[src/rtl/ascon_frame_packer.sv]
// Packs a byte stream into one ASCON-padded plaintext frame and hands it to the encryptor.
// Optional inter-byte timeout enabled by defining ASCON_PACKER_TIMEOUT_EN.
module ascon_frame_packer #(
  parameter int DATA_BYTES     = 181,
  parameter int FRAME_BYTES    = 184,
  parameter int TIMEOUT_CYCLES = 1000
) (
  input  logic                               clock_i,
  input  logic                               reset_i,
  input  logic [7:0]                         byte_i,
  input  logic                               byte_valid_i,
  input  logic                               flush_i,
  input  logic                               done_i,
  output logic                               ready_o,
  output logic                               start_o,
  output logic [8*FRAME_BYTES-1:0]           plain_text_o,
  output logic [$clog2(FRAME_BYTES+1)-1:0]   count_o,
  output logic                               error_o
);

  localparam int CW = $clog2(FRAME_BYTES+1);
  localparam logic [CW-1:0] DATA_LAST  = CW'(DATA_BYTES - 1);
  localparam logic [CW-1:0] PAD_FIRST  = CW'(DATA_BYTES);
  localparam logic [CW-1:0] FRAME_LAST = CW'(FRAME_BYTES - 1);

  typedef enum logic [1:0] {COLLECT, PAD, START, WAIT_DONE} state_e;

  state_e                              state_q, state_d;
  logic [FRAME_BYTES-1:0][7:0]         frame_q, frame_d;
  logic [CW-1:0]                       count_q, count_d;
  logic                                start_q, start_d;
  logic                                error_q, error_d;
  logic                                accept;
  logic                                timeout;

  assign ready_o      = (state_q == COLLECT);
  assign accept       = byte_valid_i & ready_o;
  assign start_o      = start_q;
  assign error_o      = error_q;
  assign plain_text_o = frame_q;
  assign count_o      = count_q;

`ifdef ASCON_PACKER_TIMEOUT_EN
  localparam int TW = $clog2(TIMEOUT_CYCLES+1);
  logic [TW-1:0] idle_q, idle_d;

  // Only a partially filled frame can time out; any other condition parks the counter at 0.
  always_comb begin
    idle_d  = '0;
    timeout = 1'b0;
    if (state_q == COLLECT && count_q != '0 && count_q < PAD_FIRST && !accept && !flush_i) begin
      if (idle_q == TW'(TIMEOUT_CYCLES - 1)) timeout = 1'b1;
      else                                   idle_d  = idle_q + 1'b1;
    end
  end

  always_ff @(posedge clock_i or negedge reset_i) begin
    if (!reset_i) idle_q <= '0;
    else          idle_q <= idle_d;
  end
`else
  assign timeout = 1'b0;
`endif

  always_ff @(posedge clock_i or negedge reset_i) begin
    if (!reset_i) begin
      state_q <= COLLECT;
      frame_q <= '0;
      count_q <= '0;
      start_q <= 1'b0;
      error_q <= 1'b0;
    end else begin
      state_q <= state_d;
      frame_q <= frame_d;
      count_q <= count_d;
      start_q <= start_d;
      error_q <= error_d;
    end
  end

  always_comb begin
    state_d = state_q;
    case (state_q)
      COLLECT:   if (accept && count_q == DATA_LAST) state_d = PAD;
      PAD:       if (count_q == FRAME_LAST)          state_d = START;
      START:     state_d = WAIT_DONE;
      WAIT_DONE: if (done_i)                         state_d = COLLECT;
      default:   state_d = COLLECT;
    endcase
    if (flush_i || timeout) state_d = COLLECT;
  end

  always_comb begin
    frame_d = frame_q;
    count_d = count_q;
    if (flush_i || timeout) begin
      frame_d = '0;
      count_d = '0;
    end else begin
      case (state_q)
        COLLECT: if (accept) begin
          frame_d = {frame_q[FRAME_BYTES-2:0], byte_i};
          count_d = count_q + 1'b1;
        end
        // First pad byte carries the 0x80 marker, the rest are zero.
        PAD: begin
          frame_d = {frame_q[FRAME_BYTES-2:0], (count_q == PAD_FIRST) ? 8'h80 : 8'h00};
          count_d = count_q + 1'b1;
        end
        WAIT_DONE: if (done_i) begin
          frame_d = '0;
          count_d = '0;
        end
        default: ;
      endcase
    end
    start_d = (state_d == START);
    error_d = timeout;
  end

endmodule
[config.mk]
export PLATFORM = sky130hd
export DESIGN_NAME = ascon_frame_packer
export DESIGN_NICKNAME = d
export VERILOG_FILES = /design/src/rtl/ascon_frame_packer.sv
export SDC_FILE = /design/constraint.sdc
export NUM_CORES = 2
export LEC_CHECK = 0
export BUFFER_PORTS_ARGS = -buffer_cell sky130_fd_sc_hd__buf_2
export CELL_PAD_IN_SITES_DETAIL_PLACEMENT = 1
export CELL_PAD_IN_SITES_GLOBAL_PLACEMENT = 1
export CORE_AREA = 3 3 586 588
export DETAILED_ROUTE_END_ITERATION = 12
export DIE_AREA = 0 0 589 591
export GPL_TIMING_DRIVEN = 0
export HOLD_SLACK_MARGIN = 0.06
export PLACE_DENSITY = 0.35
export SETUP_SLACK_MARGIN = 0.1
export SLEW_MARGIN = 25
export SYNTH_ARGS = -nofsm -noshare
export SYNTH_HDL_FRONTEND = slang
export SYNTH_SLANG_ARGS = --single-unit
export TNS_END_PERCENT = 100
[constraint.sdc]
create_clock -name clock_i -period 4.1 [get_ports clock_i]
set_clock_uncertainty 0.05 [all_clocks]
set_input_delay 0.205 -clock clock_i [delete_from_list [all_inputs] [get_ports clock_i]]
set_output_delay 0.205 -clock clock_i [all_outputs]
set_load 0.02 [all_outputs]
## After elaboration in Yosys (flattened, before gate mapping)

Index checks and enable logic that the tools add are counted.

| storage, ports and cells | value |
|---|---|
| ROM bits | 0 |
| bits in latches | 0 |
| bits in writable memories | 0 |
| memories kept | 0 |
| word-level logic and storage cells | 216 |
| register bits | 1483 |
| output and inout port bits | 1483 |

| cells by class | value |
|---|---|
| divide/modulo/power cells | 0 |
| multipliers | 0 |
| reduce and logical (&&, ||, !) cells | 4 |
| add/subtract/negate cells | 1 |
| bitwise logic cells | 1 |
| equality and inequality tests | 9 |
| magnitude comparators | 0 |
| shift-type cells | 0 |
| multiplexer cells | 14 |

Operators with widths:

| cell | count |
|---|---|
| $mux W1472 | 3 |
| $pmux W1472 S3 | 1 |
| $mux W8 | 4 |
| $eq A8 B8 Y1 const B | 3 |
| $pmux W8 S3 | 1 |
| $add A8 B1 Y8 const B | 1 |
| $mux W2 | 4 |
| $pmux W2 S4 | 1 |
| $eq A2 B2 Y1 const B | 3 |
| $reduce_bool A4 Y1 | 1 |
| $ne A3 B2 Y1 const B | 1 |
| $ne A3 B3 Y1 const B | 1 |
| $reduce_and A3 Y1 | 1 |
| $eq A2 B1 Y1 const B | 1 |
| $logic_not A2 Y1 | 1 |
| $and A1 B1 Y1 | 1 |
| $logic_and A1 B1 Y1 | 1 |

## Logic depth before layout (Yosys ltp)

| logic depth | value |
|---|---|
| depth after elaboration | 7 |
| depth in mapped cells | 8 |

## Worst setup path before layout

OpenSTA, ideal clock, no wires.

| timing path | value |
|---|---|
| path type | reg2reg |
| start point | register state_q[0] |
| end point | register frame_q, in the netlist plain_text_o[176] |
| setup slack | 2.461 ns |
| setup time | 0.121 ns |
| cell stages (with the launch flop) | 8 |
| period minus slack after synthesis | 1.639 ns |
| arrival | 1.468 ns |
| cell sequence | dfrtp_1 > buf_4 > o21a_1 > buf_6 > buf_6 > buf_4 > buf_6 > a22o_1 |

| on the way | value |
|---|---|
| word-level cells in the longest chain between the ends | 4 |
| elaborated cells on any way between the ends | 10 |
| classes of those cells | eq/ne: 4; mux: 2; bitwise: 1; reduce/logical: 3 |

RTL lines:

| item | RTL line | source |
|---|---|---|
| start, declared | 28 | `state_e state_q, state_d;` |
| start signal, assigned | 73 | `state_q <= state_d;` |
| $logic_not A2 Y1 | 36, 100 |  |
| $and A1 B1 Y1 | 37 | `assign accept = byte_valid_i & ready_o;` |
| $ne A3 B2 Y1 (no line) | n/a |  |
| $reduce_and A3 Y1 (no line) | n/a |  |
| end signal, assigned | 74 | `frame_q <= frame_d;` |
| end, declared | 29 | `logic [FRAME_BYTES-1:0][7:0] frame_q, frame_d;` |

Several ways; a longest one is shown, not always the timed one.
A chain may end at the register's enable or synchronous reset.

==> metrics.txt <==
Die Y=591 um; ranking of synthesized cells by area=dfrtp_1, a22o_1, buf_2; Core ar.=339000 sq um; Net Switching=between 7000 and 8000 uW; Yosys reg bits=1483; static leakage=0.03870 uW; met3 global-route usage=6.406%; fin worst setup slack=0.5657 ns; CTS clock-pin slew for the worst setup and hold paths=about 0.06 ns; fmax=282.9 MHz; final hold vios=0; via-per-instance ratio=4.057; worst slew pin tran=0.9184 ns; status=finished clean; cell area after layout=72570 sq um; switching share of total power=24.17%; crit path capture type=async pin; endpoints failing setup=0; Yosys cell types=33; power per cell area=between 400 and 500 nW/um^2; setup TNS=0 ns; routed wire length=281900 um; worst skew pair latency=0.85 ns; PostCTS Resize Cnt=0; met1 Usage GRT=between 10% and 20%; count leader, synth=dfrtp_1; VDD IR-drop max=0.2737 mV; grt met2 use=26.51%; num rows=approximately 210; Ys Warns=0; gr busiest metal=met2; total power=32710 uW; Rel. slew slack=38.77%; DR vias=39640; antenna-violating nets left=0; kind of critical path=in2async; Seq pwr share=44.8%; width of the die=589 um; FFs w/ async S/R, synth=100.0%; syn nets=3375; crit path DAT=4.38 ns; die area=348100 sq um; top cells by count, synth=dfrtp_1, a22o_1, buf_2, buf_4, buf_6; Mapped Avg Cell Area=15.63 sq um; Starting Density=15.48%; Placed Area=roughly 66000 sq um; Crit path required time=4.95 ns; post-synth top area share=a little over two thirds; Max Cap Viol=0; Tcrit/Tclk final=86.20%; FILL cells=between 30000 and 40000; first-pass GRT wire length=between 300000 and 400000 um; placed cell count=9402; Post-Syn Area=between 50000 and 60000 sq um; Yosys top cell by area=dfrtp_1; Hold Path Class=in2reg; share of layout cells above drive strength 1=approximately 41%; Max Slew Vio Count=0; Nets=5101; DRC=0; HPWL Detailed=221600 um; largest net degree at the start of global routing=117; Area Overhead vs Synth=38.26%; CTS root buf=clkbuf_16; number of CTS-inserted buffers=188; routability congestion estimate from global placement=0.8584; initial antenna violation count=9; clock sinks=1483; ys flop type=dfrtp_1; Overflow after GRT=0; 1st-iter DRT viols=2354; Synth Instances=3359; post-CTS setup buffers=0; Final min period=3.534 ns; Internal=24810 uW; vias in the first global route=about 43000; Finished Layout Cells=9771; TritonCTS clock tree=built; RSZ-0062 raised after global routing=no; part of the power in the clock network=roughly half; I/O Buffers=roughly 1500; Tot GR Track Use=15.55%; EDFF count, synth=0; per-cell routed wire length=28.85 um; # IOs=~1500; Worst Setup Start Kind=input port; Clock Path Buffers=4; Logic pwr share=under 10%; Setup WS pre-CTS=-0.04833 ns; Crit Path Max Fanout=approximately 120; DR pass1 iterations=5; CTS H-tree lvls=4; post-synthesis sequential area ratio=between 70% and 80%
what timing repair did:
action,4_1_cts,5_1_grt
hold endpoints to repair,248,0
setup endpoints to repair,0,204
hold buffers,27,0
flip-flops by register name (all words and copies together), names as in the netlist:
register and count:
state_q 2, count_o 8, start_o 1, plain_text_o 1472
power groups by stage:
stage | logic [uW] | clock network (uW) | registers, uW
6_report | 1280 | 16800 | 14700
5_1_grt | 1430 | 18000 | 14700
4_1_cts | 1330 | 17500 | 14700
3_5_place_dp | 1290 | 0 | 14900
3_3_place_gp | 1240 | 0 | 15000
2_1_floorplan | 527 | 0 | 15000
kinds of logic after synthesis:
family,Yosys count,synth area share (%)
compound gates,1495,24.79
xor+xnor,1,0.01669
fa+ha+maj,3,0.07152
buf+inv,334,4.028
flops,1483,70.70
other cells,1,0.007144
simple gates,42,0.3886
final cells by class:
cell class | instances | area [sq um] | share of cell area, %
sequential | 1483 | 37110 | 51.14
multi-input combinational | 1542 | 13270 | 18.28
timing repair buffer | 1536 | 8280 | 11.41
tap | 4536 | 5675 | 7.820
clock buffer | 291 | 5565 | 7.669
buffer | 332 | 2107 | 2.903
clock inverter | 41 | 541.8 | 0.7465
antenna | 8 | 20.02 | 0.02758
inverter | 2 | 7.507 | 0.01034
stage by stage:
| step | hold WS (ns) | utilization, % |
|---|---|---|
| after global routing | 0.1405 | 21.40 |
| after CTS | 0.07795 | 21.39 |
| after global placement | 0.4091 | 19.36 |
| final | 0.1934 | 21.41 |
| after detailed placement | 0.1542 | 19.48 |
| after floorplan | -0.1406 | - |
path summary, 6_finish.rpt:
path / depth (start not counted) / slack, ns / endpoint / start
min reg2reg: 1 / 0.44 / plain_text_o[797] / plain_text_o[789]
max: 12 / 0.57 / plain_text_o[1373] / reset_i
max in group clock_i: 6 / 1.63 / plain_text_o[1366] / state_q[1]
min in group asynchronous: 7 / 0.30 / plain_text_o[365] / reset_i
max reg2reg: 6 / 1.63 / plain_text_o[1366] / state_q[1]
min: 4 / 0.19 / plain_text_o[2] / byte_i[2]
critical path, stage by stage:
cell           delay (ns)
dlygate4sd3_1        0.58
buf_12               0.12
buf_16               0.09
buf_16               0.09
buf_16               0.09
buf_16               0.11
buf_16               0.47
buf_16               0.40
buf_16               0.39
buf_16               0.31
buf_16               0.39
buf_16               0.44
layout by cell type, fill, tap and decap left out, types with 3 or more instances in the layout:
cell type	instances
o21ai_0	18
buf_16	19
clkinvlp_4	5
buf_2	1694
buf_6	35
dlygate4sd3_1	22
clkbuf_16	193
clkbuf_8	41
a22o_1	1466
inv_6	6
nand2_1	22
diode_2	8
ha_1	3
clkinv_2	16
clkbuf_1	61
dfrtp_1	1483
o31ai_1	3
bufinv_16	9
nor2_1	7
buf_4	92
routing by layer:
metal	wire length (um)	part of all wire (%)
met1	106300	38
met4	10740	3.8
met2	138100	49
met3	26730	9.5
met5	0	0
Note: power is estimated with default switching activity, not from simulation.
